## config.mk

```make
export PLATFORM = sky130hd
export DESIGN_NAME = wf_samp_reader
export DESIGN_NICKNAME = d
export VERILOG_FILES = /design/src/rtl/wf_samp_reader_pkg.sv /design/src/rtl/wf_samp_prefetch.sv /design/src/rtl/wf_samp_reader.sv
export SDC_FILE = /design/constraint.sdc
export NUM_CORES = 1
export LEC_CHECK = 0
export BUFFER_PORTS_ARGS = -buffer_cell sky130_fd_sc_hd__clkbuf_2
export CORE_MARGIN = 2
export CORE_UTILIZATION = 58
export CTS_CLUSTER_DIAMETER = 30
export DETAILED_ROUTE_END_ITERATION = 7
export PLACE_DENSITY = 0.85
export SLEW_MARGIN = 20
export SYNTH_ARGS = -nofsm -noshare
export SYNTH_HDL_FRONTEND = slang
export SYNTH_SLANG_ARGS = --single-unit
```

## constraint.sdc

```tcl
create_clock -name cpu_clk -period 4.2 [get_ports cpu_clk]
set_clock_uncertainty 0.2 [all_clocks]
set_input_delay 1.05 -clock cpu_clk [delete_from_list [all_inputs] [get_ports cpu_clk]]
set_output_delay 1.05 -clock cpu_clk [all_outputs]
set_load 0.1 [all_outputs]
```

## src/rtl/wf_samp_reader_pkg.sv

```systemverilog
// Shared constants and prefetch FSM state encoding for the waveform sample reader.
package wf_samp_reader_pkg;

    localparam int unsigned WF_SAMP_ADDR_W = 13;
    localparam int unsigned WF_SAMP_W      = 16;
    localparam int unsigned WF_SAMP_OFS_W  = 12;

    typedef enum logic [1:0] {
        ST_IDLE  = 2'd0,
        ST_FETCH = 2'd1,
        ST_WAIT  = 2'd2,
        ST_VALID = 2'd3
    } wf_samp_state_t;

endpackage

```

## src/rtl/wf_samp_prefetch.sv

```systemverilog
// Prefetch FSM and sample hold register: fetches one {I,Q} word per start pulse.
// A start pulse in any state restarts the fetch, dropping any read in flight.
module wf_samp_prefetch
    import wf_samp_reader_pkg::*;
#(
    parameter int unsigned ADDR_W = WF_SAMP_ADDR_W,
    parameter int unsigned SAMP_W = WF_SAMP_W
) (
    input  logic                  cpu_clk,
    input  logic                  rst_n_C,
    input  logic                  i_start,
    input  logic [ADDR_W-1:0]     i_addr,
    input  logic [2*SAMP_W-1:0]   i_ram_data,
    output logic [ADDR_W-1:0]     o_ram_addr,
    output logic                  o_ram_rd,
    output logic [2*SAMP_W-1:0]   o_hold,
    output wf_samp_state_t        o_state
);

    wf_samp_state_t        r_state;
    wf_samp_state_t        w_state_next;
    logic [ADDR_W-1:0]     r_ram_addr;
    logic                  r_ram_rd;
    logic [2*SAMP_W-1:0]   r_hold;

    // State register
    always_ff @(posedge cpu_clk or negedge rst_n_C) begin
        if (!rst_n_C) begin
            r_state <= ST_IDLE;
        end else begin
            r_state <= w_state_next;
        end
    end

    // Next-state: start wins everywhere, otherwise FETCH -> WAIT -> VALID
    always_comb begin
        w_state_next = r_state;
        if (i_start) begin
            w_state_next = ST_FETCH;
        end else begin
            case (r_state)
                ST_FETCH: w_state_next = ST_WAIT;
                ST_WAIT:  w_state_next = ST_VALID;
                default:  w_state_next = r_state;
            endcase
        end
    end

    // RAM request registers and hold capture; ram_rd is high exactly while in FETCH
    always_ff @(posedge cpu_clk or negedge rst_n_C) begin
        if (!rst_n_C) begin
            r_ram_addr <= '0;
            r_ram_rd   <= 1'b0;
            r_hold     <= '0;
        end else begin
            r_ram_rd <= (w_state_next == ST_FETCH);
            if (i_start) begin
                r_ram_addr <= i_addr;
            end
            if ((r_state == ST_WAIT) && !i_start) begin
                r_hold <= i_ram_data;
            end
        end
    end

    assign o_ram_addr = r_ram_addr;
    assign o_ram_rd   = r_ram_rd;
    assign o_hold     = r_hold;
    assign o_state    = r_state;

endmodule

```

## src/rtl/wf_samp_reader.sv

```systemverilog
// CPU-side waveform sample reader: read pointer, strobe priority, sticky flags.
// Optional underrun detection enabled by defining WF_SAMP_READER_UNDERRUN_EN.
module wf_samp_reader
    import wf_samp_reader_pkg::*;
#(
    parameter int unsigned ADDR_W = WF_SAMP_ADDR_W,
    parameter int unsigned SAMP_W = WF_SAMP_W
) (
    input  logic                      cpu_clk,
    input  logic                      rst_n_C,
    input  logic                      rd_rst,
    input  logic                      rd_sync,
    input  logic                      rd_i,
    input  logic                      rd_q,
    input  logic [WF_SAMP_OFS_W-1:0]  rd_offset,
    input  logic [ADDR_W-1:0]         wr_addr,
    input  logic                      wr_continuous,
    output logic [ADDR_W-1:0]         ram_addr,
    output logic                      ram_rd,
    input  logic [2*SAMP_W-1:0]       ram_data,
    output logic [SAMP_W-1:0]         rd_iq,
    output logic                      rd_early,
    output logic                      rd_underrun
);

    logic [ADDR_W-1:0]     r_rp;
    logic [SAMP_W-1:0]     r_rd_iq;
    logic                  r_early;

    logic [ADDR_W-1:0]     w_ofs_ext;
    logic [ADDR_W-1:0]     w_rp_inc;
    logic [ADDR_W-1:0]     w_rp_next;
    logic                  w_start;
    logic                  w_advance;
    logic                  w_iq_load;
    logic [SAMP_W-1:0]     w_iq_next;
    logic                  w_early_set;
    logic                  w_flag_clr;
    logic                  w_valid;
    logic [2*SAMP_W-1:0]   w_hold;
    wf_samp_state_t        w_state;

    assign w_ofs_ext = ADDR_W'(rd_offset);
    assign w_rp_inc  = r_rp + ADDR_W'(1);
    assign w_valid   = (w_state == ST_VALID);

    // Strobe priority rd_rst > rd_sync > rd_i > rd_q; lower strobes are dropped
    always_comb begin
        w_start     = 1'b0;
        w_advance   = 1'b0;
        w_rp_next   = r_rp;
        w_iq_load   = 1'b0;
        w_iq_next   = r_rd_iq;
        w_early_set = 1'b0;
        w_flag_clr  = 1'b0;
        if (rd_rst) begin
            w_rp_next  = w_ofs_ext;
            w_start    = 1'b1;
            w_flag_clr = 1'b1;
        end else if (rd_sync) begin
            w_rp_next = wr_addr + w_ofs_ext;
            w_start   = 1'b1;
        end else if (rd_i) begin
            w_iq_load   = 1'b1;
            w_iq_next   = w_hold[2*SAMP_W-1:SAMP_W];
            w_early_set = !w_valid || rd_q;
        end else if (rd_q) begin
            w_iq_load = 1'b1;
            w_iq_next = w_hold[SAMP_W-1:0];
            if (w_valid) begin
                w_rp_next = w_rp_inc;
                w_start   = 1'b1;
                w_advance = 1'b1;
            end else begin
                w_early_set = 1'b1;
            end
        end
    end

    // Read pointer, returned sample half and early flag
    always_ff @(posedge cpu_clk or negedge rst_n_C) begin
        if (!rst_n_C) begin
            r_rp    <= '0;
            r_rd_iq <= '0;
            r_early <= 1'b0;
        end else begin
            r_rp <= w_rp_next;
            if (w_iq_load) begin
                r_rd_iq <= w_iq_next;
            end
            if (w_flag_clr) begin
                r_early <= 1'b0;
            end else if (w_early_set) begin
                r_early <= 1'b1;
            end
        end
    end

`ifdef WF_SAMP_READER_UNDERRUN_EN
    logic r_underrun;

    // Flag a ring-mode read that catches up with the writer
    always_ff @(posedge cpu_clk or negedge rst_n_C) begin
        if (!rst_n_C) begin
            r_underrun <= 1'b0;
        end else if (w_flag_clr) begin
            r_underrun <= 1'b0;
        end else if (w_advance && wr_continuous && (w_rp_inc == wr_addr)) begin
            r_underrun <= 1'b1;
        end
    end

    assign rd_underrun = r_underrun;
`else
    logic w_unused_cfg;
    assign w_unused_cfg = wr_continuous | w_advance;
    assign rd_underrun  = 1'b0;
`endif

    wf_samp_prefetch #(
        .ADDR_W (ADDR_W),
        .SAMP_W (SAMP_W)
    ) u_prefetch (
        .cpu_clk    (cpu_clk),
        .rst_n_C    (rst_n_C),
        .i_start    (w_start),
        .i_addr     (w_rp_next),
        .i_ram_data (ram_data),
        .o_ram_addr (ram_addr),
        .o_ram_rd   (ram_rd),
        .o_hold     (w_hold),
        .o_state    (w_state)
    );

    assign rd_iq    = r_rd_iq;
    assign rd_early = r_early;

endmodule

```

==> results of run 1 <==
==> kinds of logic (layout without fill, tap and decap cells) <==
| group | count (synthesis) | in the layout | synth area share (%) |
|---|---|---|---|
| AND/OR/NAND/NOR | 102 | 102 | 12.6 |
| flip-flops | 78 | 78 | 47.8 |
| AO/OA/AOI/OAI | 72 | 72 | 11.1 |
| multiplexers | 63 | 63 | 16.7 |
| buffers and inverters | 29 | 124 | 2.91 |
| adder cells (fa/ha/maj) | 17 | 17 | 5.40 |
| XOR/XNOR | 16 | 16 | 3.43 |
| other | 1 | 1 | 0.0919 |
==> metal layers <==
layer	part of all wire (%)	track usage [%]	up-vias
met5	0	0	-
met4	1.3	7.27	0
met3	5.2	6.03	10
met2	49	37.5	79
met1	44	31.4	1533
li1	-	-	1529
==> registers in the layout, indices dropped and copies added (netlist names) <==
name / flops
r_rp: 13
rd_early: 1
rd_iq: 16
u_prefetch.o_hold: 32
u_prefetch.o_ram_addr: 13
u_prefetch.o_ram_rd: 1
u_prefetch.o_state: 2
==> where the power goes <==
group / leakage [nW] / internal (mW) / switching, mW / total (mW)
clock network: 0.102 / 0.283 / 0.289 / 0.572
logic: 1.34 / 0.191 / 0.528 / 0.719
registers: 0.971 / 0.865 / 0.0674 / 0.932
total: 2.41 / 1.34 / 0.885 / 2.22
==> critical path, stage by stage <==
cell and delay [ps]:
clkbuf_2 90, ha_1 220, fa_1 430, a21o_1 220
a221oi_2 380, o21ai_2 130, mux2i_1 200, mux2i_1 310
o31ai_2 100
==> layout make-up <==
cell class                      instances  share of cell area [%]
Tap cell                               96                    2.49
Clock inverter                          7                    1.66
Sequential cell                        78                    40.5
Timing Repair Buffer                   95                    10.0
Inverter                               13                    1.01
Multi-Input combinational cell        271                    41.8
Clock buffer                            9                    2.57
==> path summary, 6_finish.rpt <==
kind                                            start                     to
worst min-delay path            u_prefetch.o_hold[20]  u_prefetch.o_hold[20]
worst max-delay path                     rd_offset[0]               r_rp[10]
worst max register to register  u_prefetch.o_state[0]  u_prefetch.o_hold[31]
min in group asynchronous                     rst_n_C  u_prefetch.o_hold[11]
max in group asynchronous                     rst_n_C  u_prefetch.o_hold[25]
worst min register to register  u_prefetch.o_hold[20]  u_prefetch.o_hold[20]
==> cell usage after synthesis (2+ instances only) <==
library cell / n / area [um^2]
xnor2_1: 11 / 96.3
o31ai_2: 2 / 25.0
ha_1: 16 / 200
o21ai_0: 7 / 35.0
nand4_1: 3 / 18.8
a21o_1: 5 / 37.5
xor2_1: 5 / 43.8
o21ai_1: 10 / 50.1
nand2b_1: 3 / 18.8
or3_1: 5 / 31.3
nor3b_1: 2 / 15.0
a211oi_1: 2 / 15.0
dfrtp_1: 78 / 1950
buf_2: 5 / 25.0
a21oi_1: 31 / 155
nand3_1: 4 / 20.0
clkbuf_1: 7 / 26.3
buf_1: 3 / 11.3
nand2_1: 25 / 93.8
nor4_1: 3 / 18.8
mux2i_1: 22 / 220
nor3_1: 9 / 45.0
nor2_1: 37 / 139
o31a_1: 2 / 17.5
mux2_2: 28 / 315
mux2_1: 13 / 146
inv_1: 12 / 45.0
==> through the flow <==
step	worst slack, ps	area, um^2	hold slack, ps	instances	total power, mW
2_1_floorplan	1100	4080	264	378	1.51
3_3_place_gp	773	4620	273	553	1.64
3_5_place_dp	752	4620	281	553	1.67
4_1_cts	1100	4820	301	569	2.24
5_1_grt	1000	4820	311	569	2.33
6_report	1070	4820	294	569	2.22
==> impl_metrics.env, run 1 <==
export IMPL_status="completed"
export IMPL_grt_start_max_net_pins=79
export IMPL_register_area_um2=1950
export IMPL_place_congestion=0.828
export IMPL_wl_per_cell_um=15.0
export IMPL_final_cell_mix="clkbuf_2 (92), dfrtp_1 (78), nor2_1 (37)"
export IMPL_synthFlopType="dfrtp_1"
export IMPL_finalCritPeriodShare_pct=74.6
export IMPL_grt_pass1_vias=2972
export IMPL_synth_seq_cells=78
export IMPL_wl_um=8560
export IMPL_grt_overflow_total=0
export IMPL_layout_min_cycle_time_ps=3130
export IMPL_clkSlewWorstSetupHoldPaths_ps=90
export IMPL_hold_class="flop to flop"
export IMPL_arrival_ps=3130
export IMPL_cts_root_buf="clkbuf_8"
export IMPL_pin_count=96
export IMPL_maxCapViolations=0
export IMPL_worstPathRequired_ps=4200
export IMPL_syn_nets=459
export IMPL_reg2reg_depth=7
export IMPL_async_flop_share_pct=100
export IMPL_dr_pass1_iters=4
export IMPL_startpoint_type="input pin"
export IMPL_multi_input_area_um2=2020
export IMPL_antenna_found_initial=0
export IMPL_cts_buffers=9
export IMPL_grt_usage_pct=23.4
export IMPL_synth_area_um2=4080
export IMPL_cts_setup_buffers=0
export IMPL_yosysWarnings=0
export IMPL_synth_seq_area_share_pct=47.8
export IMPL_hold_viol_final=0
export IMPL_fin_util_pct=71.0
export IMPL_max_vdd_ir_drop_mv=0.326
export IMPL_powerDensity_nw_per_um2=461
export IMPL_start_util_pct=60.1
export IMPL_die_area_um2=7720
export IMPL_fp_coreArea_um2=6790
export IMPL_fin_nets=549
export IMPL_fillers=502
export IMPL_ant_nets=0
export IMPL_antenna_cells=0
export IMPL_tightest_slew_ps=953
export IMPL_avgSynthCellArea_um2=10.8
export IMPL_ctsHoldBuffers=0
export IMPL_die_h_um=87.9
export IMPL_core_rowCount=30
export IMPL_drc=0
export IMPL_whs_path_depth=1
export IMPL_max_freq_ghz=0.319
export IMPL_rrSetupSlack_ps=1900
export IMPL_vias=3151
export IMPL_syn_inst=378
export IMPL_path_class="input pin to flop"
export IMPL_ctsLongestPathBuffers=2
export IMPL_synth_edff_count=0
export IMPL_finalSetupTns_ps=0
export IMPL_post_cts_resized=0
export IMPL_rsz0062_at_grt="false"
export IMPL_setup_viol=0
export IMPL_grt_pass1_wl_um=14100
export IMPL_synth_distinct_cells=55
export IMPL_relSlewSlack_pct=36.5
export IMPL_syn_to_final_growth_pct=18.2
export IMPL_portBuffers=93
export IMPL_hpwl_um=6150
export IMPL_layout_drive_gt1_share_pct=31.9
export IMPL_insertion_delay_ps=340
export IMPL_critPathCaptureType="flop"
export IMPL_power_leakage_nw=2.41
export IMPL_cts_htree_levels=3
export IMPL_die_x_um=87.9
export IMPL_drtIter0Drc=204
export IMPL_avgViaCountPerCell=5.54
export IMPL_final_max_slew_violation_count=0
export IMPL_cts_sinks=78
export IMPL_cts_tree="done"
export IMPL_worstPathMaxFanout=3
export IMPL_final_common_cell="clkbuf_2"
Power figures use the tool's default switching activity.
==> inputs of run 2 (changes only) <==
--- a/config.mk
+++ b/config.mk
@@ -5,12 +5,13 @@
 export SDC_FILE = /design/constraint.sdc
 export NUM_CORES = 1
 export LEC_CHECK = 0
+export ABC_AREA = 1
 export BUFFER_PORTS_ARGS = -buffer_cell sky130_fd_sc_hd__clkbuf_2
 export CORE_MARGIN = 2
-export CORE_UTILIZATION = 58
+export CORE_UTILIZATION = 55
 export CTS_CLUSTER_DIAMETER = 30
 export DETAILED_ROUTE_END_ITERATION = 7
-export PLACE_DENSITY = 0.85
+export PLACE_DENSITY = 0.81
 export SLEW_MARGIN = 20
 export SYNTH_ARGS = -nofsm -noshare
 export SYNTH_HDL_FRONTEND = slang
==> constraint.sdc (replaced) <==
create_clock -name cpu_clk -period 3.09 [get_ports cpu_clk]
set_clock_uncertainty 0.2 [all_clocks]
set_input_delay 0.7725 -clock cpu_clk [delete_from_list [all_inputs] [get_ports cpu_clk]]
set_output_delay 0.7725 -clock cpu_clk [all_outputs]
set_load 0.1 [all_outputs]
==> run 2 against run 1 <==
Against the previous run: routed wire length grew 19%; clock power is 36% higher; largest power group unchanged; combinational power up 45%; global-route usage is 1.5 points higher; non-clock buffer count up 1; final area up 6.8%; via count is 15% higher; critical endpoint is now u_prefetch.o_ram_addr[12]; critical path type unchanged; sequential share of layout area shrank 2.6 points; first-iteration DRC count up 28%; setup slack got worse by 360 ps.
==> impl_metrics.env, run 2 <==
export IMPL_maxCapViolations=0
export IMPL_synth_distinct_cells=41
export IMPL_setup_viol=0
export IMPL_max_freq_ghz=0.420
export IMPL_syn_nets=584
export IMPL_die_h_um=93.8
export IMPL_hold_class="flop to flop"
export IMPL_cts_root_buf="clkbuf_8"
export IMPL_pin_count=96
export IMPL_worstPathRequired_ps=3150
export IMPL_drc=0
export IMPL_antenna_cells=0
export IMPL_final_common_cell="nand2_1"
export IMPL_tightest_slew_ps=943
export IMPL_hpwl_um=7660
export IMPL_drtIter0Drc=261
export IMPL_path_class="input pin to flop"
export IMPL_startpoint_type="input pin"
export IMPL_synth_area_top_cells="dfrtp_1 (44%), nand2_1 (12%), mux2_4 (10%), nand3_1 (4.6%), ha_1 (4.5%)"
export IMPL_place_congestion=0.883
export IMPL_yosys_area_top_type="dfrtp_1"
export IMPL_core_rowCount=32
export IMPL_layout_min_cycle_time_ps=2380
export IMPL_cts_buffers=9
export IMPL_dp_slack_ps=327
export IMPL_powerDensity_nw_per_um2=600
export IMPL_insertion_delay_ps=360
export IMPL_hold_viol_final=0
export IMPL_relSlewSlack_pct=37.2
export IMPL_wl_um=10200
export IMPL_async_flop_share_pct=100
export IMPL_avgViaCountPerCell=5.18
export IMPL_p_total_mw=3.09
export IMPL_cts_setup_buffers=0
export IMPL_ctsLongestPathBuffers=2
export IMPL_fin_worst_hold_slack_ps=284
export IMPL_final_max_slew_violation_count=0
export IMPL_fp_coreArea_um2=7770
export IMPL_rsz0062_at_grt="false"
export IMPL_cts_htree_levels=3
export IMPL_reg2reg_depth=6
export IMPL_vias=3634
export IMPL_worstReg2RegStart="u_prefetch.o_state[1]"
export IMPL_cp_startpoint="rd_offset[0]"
export IMPL_finalCritPeriodShare_pct=77.1
export IMPL_final_cell_mix="nand2_1 (144), clkbuf_2 (92), dfrtp_1 (78)"
export IMPL_cts_tree="done"
export IMPL_portBuffers=93
export IMPL_worstPathMaxFanout=4
export IMPL_placed_area_um2=4950
export IMPL_grt_start_max_net_pins=79
export IMPL_die_area_um2=8790
export IMPL_finalWorstSetupSlack_ps=708
export IMPL_dr_pass1_iters=4
export IMPL_fillers=665
export IMPL_arrival_ps=2440
export IMPL_antenna_found_initial=0
export IMPL_wl_per_cell_um=14.5
export IMPL_synth_seq_cells=78
export IMPL_ant_nets=0
export IMPL_fin_nets=676
export IMPL_status="completed"
export IMPL_start_util_pct=57.1
export IMPL_cts_sinks=78
export IMPL_post_cts_resized=0
export IMPL_grt_pass1_wl_um=17000
export IMPL_crit_path_end="u_prefetch.o_ram_addr[12]"
export IMPL_finalSetupTns_ps=0
export IMPL_yosys_top_cells_count="nand2_1 (144), dfrtp_1 (78), nor2_1 (43), nand3_1 (41), inv_1 (39)"
export IMPL_yosysWarnings=0
export IMPL_critPathCaptureType="flop"
export IMPL_max_vdd_ir_drop_mv=0.443
export IMPL_power_leakage_nw=2.77
export IMPL_grt_pass1_vias=3629
export IMPL_clkSlewWorstSetupHoldPaths_ps=80
export IMPL_syn_inst=503
export IMPL_synth_area_um2=4430
export IMPL_final_area_um2=5150
export IMPL_layout_drive_gt1_share_pct=27.5
export IMPL_synth_edff_count=0
export IMPL_rrSetupSlack_ps=900
export IMPL_yosysTopAreaCellShare_pct=44.0
export IMPL_rr_endpoint="u_prefetch.o_hold[12]"
export IMPL_synth_seq_area_share_pct=44.0
export IMPL_yosysMostFrequentCell="nand2_1"
export IMPL_largest_reg_flops=32
export IMPL_synthFlopType="dfrtp_1"
export IMPL_grt_usage_pct=24.9
export IMPL_die_x_um=93.8
export IMPL_avgSynthCellArea_um2=8.81
export IMPL_syn_to_final_growth_pct=16.3
export IMPL_ctsHoldBuffers=0
export IMPL_grt_overflow_total=0
run 2: cell types whose count changed after synthesis, sizes merged, moves of 17 or more:
cell	delta
nand3	+37
inv	+27
mux2i	-22
a21oi	-17
nand2	+123
a31oi	+18
run 2: area by class of cell:
class                   count  area (um^2)  share of cell area [%]
multi-input cells         369         2230                    43.3
flip-flops and latches     78         1950                    37.9
repair buffers             96          490                    9.52
inverters                  41          155                    3.01
clock buffers              10          128                    2.48
well taps                 102          128                    2.48
clock inverters             6         70.1                    1.36
run 2: how the worst min path moves through the flow:
stage                               from                   endpoint  slack [ps]  cells after the start
4_1_cts         u_prefetch.o_ram_addr[0]   u_prefetch.o_ram_addr[0]         290                      2
5_1_grt         u_prefetch.o_ram_addr[2]   u_prefetch.o_ram_addr[2]         310                      2
3_5_place_dp   u_prefetch.o_ram_addr[10]  u_prefetch.o_ram_addr[10]         270                      2
2_1_floorplan                    rst_n_C                    r_rp[0]         280                      0
6_report        u_prefetch.o_ram_addr[0]   u_prefetch.o_ram_addr[0]         280                      2
3_3_place_gp    u_prefetch.o_ram_addr[3]   u_prefetch.o_ram_addr[3]         260                      2
run 2: worst max-delay path, stage by stage:
cell	delay [ps]
clkbuf_2	90
ha_1	250
fa_1	440
nand3_1	90
nand3_1	130
nand2_1	130
nand2_1	80
nand2_1	80
nand2_1	50
nand2_1	60
nand3_1	100
nand3_1	100
nand2_1	50
run 2: power by group:
group	switching (mW)	internal, mW	total, mW	leakage (nW)
Combinational	0.753	0.290	1.04	1.71
Sequential	0.0977	1.18	1.27	0.968
Clock	0.397	0.379	0.776	0.0895
run 2: layer usage:
metal  share of wire [%]  track usage (%)  vias to the layer above
li1                    -                -                     1842
met1                  46             33.5                     1700
met2                  48             40.4                       76
met3                 3.9             5.06                       16
met4                 1.9             8.21                        0
met5                   0                0                        -
run 2: logic make-up after synthesis:
family,after synthesis,synth area share [%]
and+or+nand+nor,264,26.7
DFF,78,44.0
buffers and inverters,56,5.65
AOI/OAI and AO/OA,51,7.09
muxes,32,10.7
adders and majority gates,17,4.97
xor gates and xnor gates,4,0.790
other,1,0.0846
run 2: through the flow:
stage / cells / util [%]
floorplan: 503 / -
global placement: 686 / 63.8
detailed placement: 686 / 63.8
CTS: 702 / 66.3
global route: 702 / 66.3
finish: 702 / 66.3
